$ cat config.mk
export PLATFORM = sky130hd
export DESIGN_NAME = memory_arbiter
export DESIGN_NICKNAME = d
export VERILOG_FILES = /design/src/rtl/cache_pkg.sv /design/src/rtl/cpu_types_pkg.sv /design/src/rtl/access_counter.sv /design/src/rtl/memory_arbiter.sv
export SDC_FILE = /design/constraint.sdc
export NUM_CORES = 1
export LEC_CHECK = 0
export ABC_AREA = 1
export CAP_MARGIN = 10
export CORE_MARGIN = 2
export CORE_UTILIZATION = 28
export DETAILED_ROUTE_END_ITERATION = 8
export PLACE_DENSITY = 0.67
export SYNTH_ARGS = -nofsm -noshare
export SYNTH_HDL_FRONTEND = slang
export SYNTH_SLANG_ARGS = --single-unit
$ cat constraint.sdc
create_clock -name CLK -period 5.4 [get_ports CLK]
set_input_delay 1.08 -clock CLK [delete_from_list [all_inputs] [get_ports CLK]]
set_output_delay 1.08 -clock CLK [all_outputs]
set_load 0.05 [all_outputs]
$ cat src/rtl/cache_pkg.sv
// Cache-side arbitration types and sizing helpers.
package cache_pkg;

  typedef enum logic [1:0] {
    IDLE,
    DGRANT,
    IGRANT
  } arb_state_t;

  // Starvation counter must hold STARVE_LIMIT and be at least two bits wide.
  function automatic int unsigned starve_width(input int unsigned limit);
    return (limit < 3) ? 2 : $clog2(limit + 1);
  endfunction

endpackage

$ cat src/rtl/cpu_types_pkg.sv
// Shared CPU-side types: the machine word and the RAM handshake state.
package cpu_types_pkg;

  typedef logic [31:0] word_t;

  typedef enum logic [1:0] {
    FREE,
    BUSY,
    ACCESS,
    ERROR
  } ramstate_t;

endpackage

$ cat src/rtl/access_counter.sv
// 32-bit enable-increment counter with asynchronous active-high clear; wraps to 0.
module access_counter
  import cpu_types_pkg::*;
(
  input  logic  clk,
  input  logic  rst,
  input  logic  en,
  output word_t count
);

  word_t count_q;

  always_ff @(posedge clk or posedge rst) begin
    if (rst) begin
      count_q <= '0;
    end else if (en) begin
      count_q <= count_q + 32'd1;
    end
  end

  assign count = count_q;

endmodule

$ cat src/rtl/memory_arbiter.sv
// Arbitrates one RAM port between icache reads and dcache reads/writes, dcache first,
// with dcache bursts locked in and a starvation limit that forces a yield to icache.
module memory_arbiter
  import cpu_types_pkg::*;
  import cache_pkg::*;
#(
  parameter int unsigned STARVE_LIMIT = 4
) (
  input  logic      CLK,
  input  logic      RST,
  // icache read port
  input  logic      iREN,
  input  word_t     iaddr,
  output logic      iwait,
  output word_t     iload,
  // dcache port
  input  logic      dREN,
  input  logic      dWEN,
  input  word_t     daddr,
  input  word_t     dstore,
  output logic      dwait,
  output word_t     dload,
  // RAM port
  output logic      ramREN,
  output logic      ramWEN,
  output word_t     ramaddr,
  output word_t     ramstore,
  input  word_t     ramload,
  input  ramstate_t ramstate,
  // completed-access counters
  output word_t     icount,
  output word_t     dcount
);

  localparam int unsigned StarveW = starve_width(STARVE_LIMIT);
  localparam logic [StarveW-1:0] StarveMax = StarveW'(STARVE_LIMIT);

  arb_state_t         state_q, state_d;
  logic [StarveW-1:0] starve_q;
  logic               dreq, ram_acc, starve_hit;
  logic               i_inc, d_inc;

  assign dreq    = dREN | dWEN;
  assign ram_acc = (ramstate == ACCESS);
  // True when the access completing this cycle brings the run to the limit.
  assign starve_hit = (32'(starve_q) + 32'd1) >= STARVE_LIMIT;

  always_comb begin
    state_d = state_q;
    unique case (state_q)
      IDLE: begin
        if (dreq) begin
          state_d = DGRANT;
        end else if (iREN) begin
          state_d = IGRANT;
        end
      end
      DGRANT: begin
        if (!dreq) begin
          state_d = iREN ? IGRANT : IDLE;
        end else if (ram_acc && iREN && starve_hit) begin
          state_d = IGRANT;
        end
      end
      IGRANT: begin
        if (!iREN || ram_acc) begin
          state_d = IDLE;
        end
      end
      default: state_d = IDLE;
    endcase
  end

  always_ff @(posedge CLK or posedge RST) begin
    if (RST) begin
      state_q  <= IDLE;
      starve_q <= '0;
    end else begin
      state_q <= state_d;
      if (state_q != DGRANT) begin
        starve_q <= '0;
      end else if (ram_acc && (starve_q != StarveMax)) begin
        starve_q <= starve_q + 1'b1;
      end
    end
  end

  // ERROR is not ACCESS, so it naturally holds wait, grant and counters like BUSY.
  always_comb begin
    ramREN   = 1'b0;
    ramWEN   = 1'b0;
    ramaddr  = '0;
    ramstore = '0;
    iwait    = 1'b1;
    dwait    = 1'b1;
    iload    = '0;
    dload    = '0;
    i_inc    = 1'b0;
    d_inc    = 1'b0;
    unique case (state_q)
      DGRANT: begin
        ramREN   = dREN;
        ramWEN   = dWEN;
        ramaddr  = daddr;
        ramstore = dstore;
        dload    = ramload;
        dwait    = !ram_acc;
        d_inc    = ram_acc & dreq;
      end
      IGRANT: begin
        ramREN  = iREN;
        ramaddr = iaddr;
        iload   = ramload;
        iwait   = !ram_acc;
        i_inc   = ram_acc & iREN;
      end
      default: ;
    endcase
  end

  access_counter u_icount (
    .clk   (CLK),
    .rst   (RST),
    .en    (i_inc),
    .count (icount)
  );

  access_counter u_dcount (
    .clk   (CLK),
    .rst   (RST),
    .en    (d_inc),
    .count (dcount)
  );

endmodule

==> qor.yml, run 1 <==
outcome: "finished clean"
fin_crit_ps: 4260
ctsHoldBuffers: 0
path_max_fanout: 1
cap_violations: 0
antenna_found_initial: 5
r2r-start: "state_q[0]"
path_class: "input port to output pin"
drt_wl_total_mm: 22.0
grt_pass1_wl_mm: 33.0
crit_arrival_ps: 3180
rsz0062_at_grt: "no"
hp-class: "flop to flop"
vias: 6083
clk_path_buf_depth: 2
cts.sinks: 69
ys_seq_area_frac: 0.337
final_cells: 1373
synthDistinctLibCells: 32
track_usage: 0.221
grt_max_degree: 57
postCtsSetupBuffers: 0
clk_pin_slew_ps: 50
maxSlewViolCount: 0
period_share: 0.789
drc_errors: 0
worst_slack_ps: 1140
die-area_um2: 19400
fillers: 1790
required_ps: 4320
cp_common_cell: "clkdlybuf4s50_1"
layout-drive-gt1-share: 0.0431
drtIter0Drc: 267
setup_tns_ps: 0
worst_pin_slew_ps: 880
cts_tree: "done"
crit_chain: "clkdlybuf4s50_1, nand2_1, a21oi_1, clkdlybuf4s50_1"
pre_cts_ws_ps: 1180
cts_repair_resize_count: 0
routed_via_density: 4.43
num_io_pins: 331
yosys_warnings: 0
setup_violations: 0
relSlewSlack: 0.413
cp_top_family: "buffers and inverters"
fmax_mhz: 235
dp_hpwl_mm: 18.3
cpMaxStageDelayCell: "clkdlybuf4s50_1"
ir_drop_mv: 0.264
leakage_nw: 4.51
cts_inserted_buffers: 9
numPortBuffers: 330
ff2ff_setup_slack_ps: 2570
root_buffer: "clkbuf_16"
htree_levels: 3
syn_nets: 951
clk_latency_ps: 330
worstReg2RegEnd: "u_icount.count[29]"
worst_r2r_path_depth: 10
core_um2: 18000
grt_pass1_vias: 5721
timing.critical_path.buf_inv: 2
drt-wirelength-per-cell_um: 16.0
hp-start: "u_dcount.count[31]"
grt_remaining_overflow: 0
cp-end-kind: "output pin"
area_delta_synth_final_pct: 76.0
nNetsFinal: 1275
critPathMaxStageDelay_ps: 940
whs_path_depth: 2
ant_nets: 0
die_h_um: 139
syn_inst: 809
syn_area_um2: 5120
finClkSkew_ps: 8.35
min_to: "u_dcount.count[31]"
place_congestion: 0.855
area.sequential_um2: 1730
row_count: 49
drt_pre_antenna_iters: 4
syn_avg_cell_area_um2: 6.33
post-place-cells: 1351
ys_ff_latch: 69
multi_input_area_um2: 2700
p_per_area_nw_per_um2: 410
die_x_um: 139
initial_core_util: 0.285
startpoint_type: "input port"
total_power_mw: 3.69
hold_viol: 0
[tightest hold or removal path: cells and delay by family (launching register included)]
family | cells | cell delay (ps)
AND/OR/NAND/NOR | 2 | 110
flip-flops | 1 | 370
[placed cells by master, fill, tap and decap left out, drive strengths merged]
cell and instances:
nand3 36, nand2 332, xnor2 16, inv 162
diode 6, clkinv 3, nand4 19, nor3 11
or2 1, a21oi 34, nor2 60, xor2 20
clkbuf 9, o21ai 7, dfrtp 69, nand3b 7
o21bai 3, clkdlybuf4s50 330, o22ai 1, buf 5
ha 7, clkinvlp 2, nor3b 2, bufinv 2
[Yosys cell counts, drive strengths merged]
| master | number | share of area |
|---|---|---|
| nand2 | 332 | 0.25 |
| inv | 162 | 0.12 |
| dfrtp | 69 | 0.34 |
| nor2 | 60 | 0.062 |
| nand3 | 36 | 0.039 |
| a21oi | 34 | 0.033 |
| xor2 | 20 | 0.034 |
| nand4 | 19 | 0.024 |
| xnor2 | 16 | 0.027 |
| clkbuf | 12 | 0.0088 |
| nor3 | 11 | 0.011 |
| buf | 10 | 0.0098 |
| ha | 7 | 0.017 |
| nand3b | 7 | 0.010 |
| o21ai | 7 | 0.0068 |
| o21bai | 3 | 0.0044 |
| nor3b | 2 | 0.0039 |
| o22ai | 1 | 0.0012 |
| or2 | 1 | 0.0012 |
[sequential cells by signal (all words and copies together) (netlist names)]
register,flops
u_icount.count,32
u_dcount.count,32
starve_q,3
state_q,2
[metrics by stage]
step	hold slack [ps]	area (µm²)	util
finish	509	9010	0.501
global route	532	9000	0.501
CTS	512	8990	0.501
detailed placement	491	8680	0.483
global placement	484	8680	0.483
floorplan	467	5120	-
[area by class of cell]
cell class | instances | area share
well taps | 229 | 0.0318
clock inverters | 7 | 0.0100
inverters | 162 | 0.0675
clock buffers | 9 | 0.0250
multi-input cells | 556 | 0.300
diodes | 6 | 0.00167
flip-flops and latches | 69 | 0.192
repair buffers | 335 | 0.372
[metal layers]
metal | vias to the layer above | GRT usage | share of wire
met5 | - | 0 | 0.00059
met4 | 2 | 0.0840 | 0.031
met3 | 29 | 0.0787 | 0.083
met2 | 206 | 0.370 | 0.48
met1 | 2766 | 0.261 | 0.41
li1 | 3080 | - | -
[worst max-delay path by stage]
stage,from,endpoint,slack (ps),depth (start not counted)
5_1_grt,state_q[0],ramaddr[12],1020,6
4_1_cts,daddr[16],ramaddr[16],1180,4
3_3_place_gp,daddr[16],ramaddr[16],1190,4
3_5_place_dp,daddr[16],ramaddr[16],1180,4
6_report,daddr[16],ramaddr[16],1140,4
2_1_floorplan,state_q[0],ramaddr[12],2280,6
[kinds of logic after synthesis]
kind of cell / count (synthesis) / synth area share
compound gates: 45 / 0.0457
xor+xnor: 36 / 0.0616
buf+inv: 184 / 0.137
fa+ha+maj: 7 / 0.0171
simple gates: 468 / 0.401
flops: 69 / 0.337
[where the power goes]
group / leakage (nW) / switching (mW) / internal, mW / total [mW]
registers: 0.937 / 0.0394 / 0.550 / 0.589
clock network: 0.151 / 0.230 / 0.402 / 0.631
logic: 3.42 / 1.73 / 0.737 / 2.47
Note: power is estimated with default switching activity, not from simulation.
==> run 2, diff against run 1 <==
Clock period 5.4 ns to 4 ns, I/O delays scaled along.
==> qor.yml, run 2 (synthesis gave the netlist of run 1 again) <==
outcome: "finished clean"  # unchanged
p_per_area_nw_per_um2: 548  # was 410 nW/µm²
final_cells: 1368  # was 1373
grt_use_met2: 0.381  # was 0.370
dp_hpwl_mm: 18.2  # was 18.3 mm
setup_tns_ps: 0  # unchanged
startpoint_type: "flop"  # was input port
layout-drive-gt1-share: 0.0483  # was 0.0431
track_usage: 0.224  # was 0.221
vias: 6002  # was 6083
hp-start: "u_dcount.count[30]"  # was u_dcount.count[31]
whs_path_depth: 2  # unchanged
min_to: "u_dcount.count[30]"  # was u_dcount.count[31]
hold_viol: 0  # unchanged
placed_cell_area_um2: 8680  # about the same
ctsHoldBuffers: 0  # unchanged
ir_drop_mv: 0.405  # was 0.264 mV
cp-end-kind: "output pin"  # unchanged
fmax_mhz: 280
finClkSkew_ps: 3.47  # was 8.35 ps
die-area_um2: 19400  # unchanged
nNetsFinal: 1278  # was 1275
antenna_found_initial: 0  # was 5
grt_remaining_overflow: 0  # unchanged
grt_max_degree: 70  # was 57
setup.worst_path.start: "state_q[0]"  # was daddr[16]
maxSlewViolCount: 0  # unchanged
ant_nets: 0  # unchanged
worst_pin_slew_ps: 883  # was 880 ps
rsz0062_at_grt: "no"  # unchanged
leakage_nw: 4.53  # was 4.51 nW
drt_wl_total_mm: 21.9  # was 22.0 mm
root_buffer: "clkbuf_16"  # unchanged
clk_path_buf_depth: 2  # unchanged
grt_pass1_vias: 5761  # was 5721
die_x_um: 139  # unchanged
row_count: 49  # unchanged
worst_r2r_path_depth: 8  # was 10
numPortBuffers: 330  # unchanged
met1_usage: 0.273  # was 0.261
relSlewSlack: 0.411  # was 0.413
htree_levels: 3  # unchanged
crit_arrival_ps: 2770  # was 3180 ps
layout_commonest_cell: "nand2_1"  # was clkdlybuf4s50_1
drt_pre_antenna_iters: 4  # unchanged
clk_pin_slew_ps: 50  # about the same
drc_errors: 0  # unchanged
ff2ff_setup_slack_ps: 1660  # was 2570 ps
postCtsSetupBuffers: 0  # unchanged
cap_violations: 0  # unchanged
cts_tree: "done"  # unchanged
holdWs_ps: 498  # was 509 ps
path_max_fanout: 19  # was 1
mostFrequentLayoutCells: "325 x nand2_1, 323 x clkdlybuf4s50_1, 161 x inv_1"  # was 330 x clkdlybuf4s50_1, 325 x nand2_1, 161 x inv_1
drt-wirelength-per-cell_um: 16.0  # about the same
area_delta_synth_final_pct: 75.2  # was 76.0%
r2r-start: "state_q[0]"  # unchanged
drtIter0Drc: 290  # was 267
num_io_pins: 331  # unchanged
fin_area_um2: 8960  # was 9010 µm²
die_h_um: 139  # unchanged
routed_via_density: 4.39  # was 4.43
setup_violations: 0  # unchanged
hp-class: "flop to flop"  # unchanged
cts_repair_resize_count: 0  # unchanged
grt_pass1_wl_mm: 33.7  # was 33.0 mm
initial_core_util: 0.285  # unchanged
clk_latency_ps: 330  # about the same
worstReg2RegEnd: "u_icount.count[13]"  # was u_icount.count[29]
core_um2: 18000  # unchanged
grtUsageMet3: 0.0729  # was 0.0787
place_congestion: 0.884  # was 0.855
cts.sinks: 69  # unchanged
cts_inserted_buffers: 9  # unchanged
worst_slack_ps: 431  # was 1140 ps
required_ps: 3200  # was 4320 ps
post-place-cells: 1354  # was 1351
top_usage_layer: "met2"  # unchanged
pre_cts_ws_ps: 738  # was 1180 ps
diodes: 0  # was 6
period_share: 0.892
path_class: "flop to output pin"  # was input port to output pin
fin_crit_ps: 3570
-- run 2: cell types whose count changed in the layout (fill, tap and decap cells not counted), sizes merged --
cell,previous run,this run
buf,5,15
bufinv,2,1
clkbuf,9,12
clkdlybuf4s50,330,323
clkinv,3,1
clkinvlp,2,0
diode,6,0
-- run 2: power by group --
part | internal [mW] | switching, mW
combinational | 1.00 | 2.34
sequential | 0.743 | 0.0520
clock | 0.492 | 0.283
total | 2.23 | 2.68
-- run 2: layer usage --
metal | part of all wire | routed length, µm
met5 | 0 | 0
met2 | 0.49 | 10600
met3 | 0.082 | 1800
met4 | 0.021 | 450
met1 | 0.41 | 9010
-- run 2: layout make-up --
| type | instances | area [µm²] |
|---|---|---|
| fill | 1783 | 9000 |
| clock inverter | 2 | 35.0 |
| timing repair buffer | 338 | 3360 |
| sequential | 69 | 1730 |
| tap | 229 | 287 |
| multi-input combinational | 556 | 2700 |
| inverter | 162 | 608 |
| clock buffer | 12 | 246 |
-- run 2: worst max-delay path by stage --
| stage | to | slack (ps) | depth (start not counted) |
|---|---|---|---|
| 5_1_grt | ramaddr[12] | 290 | 6 |
| 3_3_place_gp | ramaddr[14] | 720 | 4 |
| 3_5_place_dp | ramaddr[14] | 740 | 4 |
| 2_1_floorplan | ramaddr[12] | 1160 | 6 |
| 6_report | ramaddr[2] | 430 | 6 |
| 4_1_cts | ramaddr[12] | 410 | 6 |
-- run 2: stage by stage --
| stage | power [mW] | utilization |
|---|---|---|
| after floorplan | 2.89 | - |
| after detailed placement | 4.16 | 0.483 |
| after global placement | 4.16 | 0.483 |
| after global routing | 5.14 | 0.499 |
| after CTS | 4.95 | 0.499 |
| final | 4.91 | 0.499 |
-- run 2: critical path, cell delays in order (launching register included) --
cell	delay, ps
dfrtp_1	420
inv_1	100
ha_2	480
buf_4	270
nand2_1	70
a21oi_1	230
clkdlybuf4s50_1	850
==> run 3, diff against run 2 <==
Settings changed: ABC_AREA 1 to 0, PLACE_DENSITY 0.67 to 0.71.
==> qor.yml, run 3 <==
syn_nets: 608  # was 951
synth_top_area_frac: 0.399  # was 0.337
path_max_fanout: 54  # was 19
relSlewSlack: 0.423  # was 0.411
synthTopCellsByArea: "dfrtp_1 40%, and2_1 14%, xnor2_1 9.5%, a22oi_1 5.6%, nor2b_1 4.9%"  # was dfrtp_1 34%, nand2_1 24%, inv_1 12%, nor2_1 3.4%, xor2_1 3.4%
yosysTopAreaCell: "dfrtp_1"  # unchanged
cap_violations: 0  # unchanged
startpoint_type: "flop"  # unchanged
grt_pass1_wl_mm: 27.5  # was 33.7 mm
total_power_mw: 4.98  # was 4.91 mW
ys_seq_area_frac: 0.399  # was 0.337
ys_ff_latch: 69  # unchanged
yosys_warnings: 0  # unchanged
clk_pin_slew_ps: 60  # was 50 ps
synth_top_flop_cell: "dfrtp_1"  # unchanged
drc_errors: 0  # unchanged
die_x_um: 128  # was 139 µm
antenna_found_initial: 0  # unchanged
required_ps: 3200  # about the same
track_usage: 0.222  # was 0.224
area.sequential_um2: 1730  # unchanged
root_buffer: "clkbuf_16"  # unchanged
setup_violations: 0  # unchanged
cp-end-kind: "output pin"  # unchanged
cts_tree: "done"  # unchanged
num_io_pins: 331  # unchanged
diodes: 0  # unchanged
dp_hpwl_mm: 15.4  # was 18.2 mm
ys_top_cells_by_count: "99 x and2_1, 69 x dfrtp_1, 47 x xnor2_1"  # was 325 x nand2_1, 162 x inv_1, 69 x dfrtp_1
cts_repair_resize_count: 0  # unchanged
synthDistinctLibCells: 36  # was 32
clk_latency_ps: 330  # about the same
ir_drop_mv: 0.408  # was 0.405 mV
pre_cts_ws_ps: 679  # was 738 ps
layout-drive-gt1-share: 0.0490  # was 0.0483
fmax_mhz: 274  # was 280 MHz
path_class: "flop to output pin"  # unchanged
drt_wl_total_mm: 18.7  # was 21.9 mm
layout_commonest_cell: "clkdlybuf4s50_1"  # was nand2_1
maxSlewViolCount: 0  # unchanged
fin_crit_ps: 3650  # was 3570 ps
vias: 4676  # was 6002
ctsHoldBuffers: 0  # unchanged
final_util: 0.537  # was 0.499
syn_area_um2: 4330  # was 5120 µm²
syn_avg_cell_area_um2: 9.28  # was 6.33 µm²
hold_viol: 0  # unchanged
syn_inst: 466  # was 809
grt_remaining_overflow: 0  # unchanged
mostFrequentLayoutCells: "329 x clkdlybuf4s50_1, 99 x and2_1, 69 x dfrtp_1"  # was 325 x nand2_1, 323 x clkdlybuf4s50_1, 161 x inv_1
numPortBuffers: 330  # unchanged
die-area_um2: 16500  # was 19400 µm²
worst_pin_slew_ps: 866  # was 883 ps
hp-class: "flop to flop"  # unchanged
drt-wirelength-per-cell_um: 19.0  # was 16.0 µm
die_h_um: 128  # was 139 µm
synthArstFlopShare: 1.00  # unchanged
synth-edff-count: 0  # unchanged
finClkSkew_ps: 8.80  # was 3.47 ps
setup_tns_ps: 0  # unchanged
cts_inserted_buffers: 9  # unchanged
outcome: "finished clean"  # unchanged
core_um2: 15100  # was 18000 µm²
nNetsFinal: 933  # was 1278
rsz0062_at_grt: "no"  # unchanged
drt_pre_antenna_iters: 5  # was 4
ant_nets: 0  # unchanged
row_count: 45  # was 49
p_per_area_nw_per_um2: 612  # was 548 nW/µm²
initial_core_util: 0.286  # was 0.285
placed_cell_area_um2: 7840  # was 8680 µm²
period_share: 0.913  # was 0.892
crit_arrival_ps: 2850  # was 2770 ps
postCtsSetupBuffers: 0  # unchanged
multi_input_area_um2: 2480  # was 2700 µm²
htree_levels: 3  # unchanged
clk_path_buf_depth: 2  # unchanged
fillers: 1278  # was 1783
place_congestion: 0.857  # was 0.884
routed_via_density: 4.75  # was 4.39
cts.sinks: 69  # unchanged
synth_most_common_cell: "and2_1"  # was nand2_1
leakage_nw: 3.24  # was 4.53 nW
drtIter0Drc: 245  # was 290
worst_slack_ps: 347  # was 431 ps
area_delta_synth_final_pct: 88.2  # was 75.2%
fin_area_um2: 8140  # was 8960 µm²
grt_max_degree: 55  # was 70
grt_pass1_vias: 4728  # was 5761
## run 3: cell families after synthesis
logic type,count (synthesis),synth area share
xor gates and xnor gates,63,0.128
buffers and inverters,32,0.0278
adders and majority gates,7,0.0202
and+or+nand+nor,249,0.346
muxes,3,0.00752
AOI/OAI and AO/OA,43,0.0714
DFF,69,0.399
## run 3: final timing paths
path | from | endpoint | slack [ps] | cells past startpoint
worst min register to register | u_icount.count[31] | u_icount.count[31] | 470 | 1
min in group asynchronous | RST | u_dcount.count[11] | 830 | 2
worst max register to register | state_q[1] | u_dcount.count[24] | 730 | 10
worst min-delay path | u_icount.count[31] | u_icount.count[31] | 470 | 1
worst max-delay path | state_q[1] | ramaddr[0] | 350 | 6
max in group asynchronous | RST | u_icount.count[19] | 2200 | 3
## run 3: layout make-up
cell class | count | area share
clock buffers | 9 | 0.0277
repair buffers | 336 | 0.413
well taps | 188 | 0.0289
multi-input cells | 365 | 0.305
clock inverters | 7 | 0.00892
inverters | 10 | 0.00461
flip-flops and latches | 69 | 0.212
## run 3: critical path, cell delays in order, from the launching register on
cell             delay [ps]
dfrtp_1                 400
inv_1                    90
ha_2                    490
buf_4                   440
a22oi_1                 150
nor2b_1                 120
clkdlybuf4s50_1         810
## run 3: routing by layer
layer | track usage | vias up | wire length, µm
met3 | 0.0455 | 24 | 939
met5 | 0 | - | 0
li1 | - | 2228 | -
met2 | 0.419 | 163 | 10500
met4 | 0.0834 | 0 | 563
met1 | 0.242 | 2261 | 6710
## run 3: where the power goes
group / leakage (nW) / internal, mW / switching, mW / total, mW
clock network: 0.142 / 0.484 / 0.303 / 0.788
logic: 2.16 / 1.18 / 2.21 / 3.39
registers: 0.943 / 0.742 / 0.0575 / 0.800
## run 3: per-stage QoR
stage / cells / hold slack, ps
floorplan: 466 / 494
global placement: 968 / 464
detailed placement: 968 / 465
CTS: 984 / 476
global route: 984 / 488
finish: 984 / 467
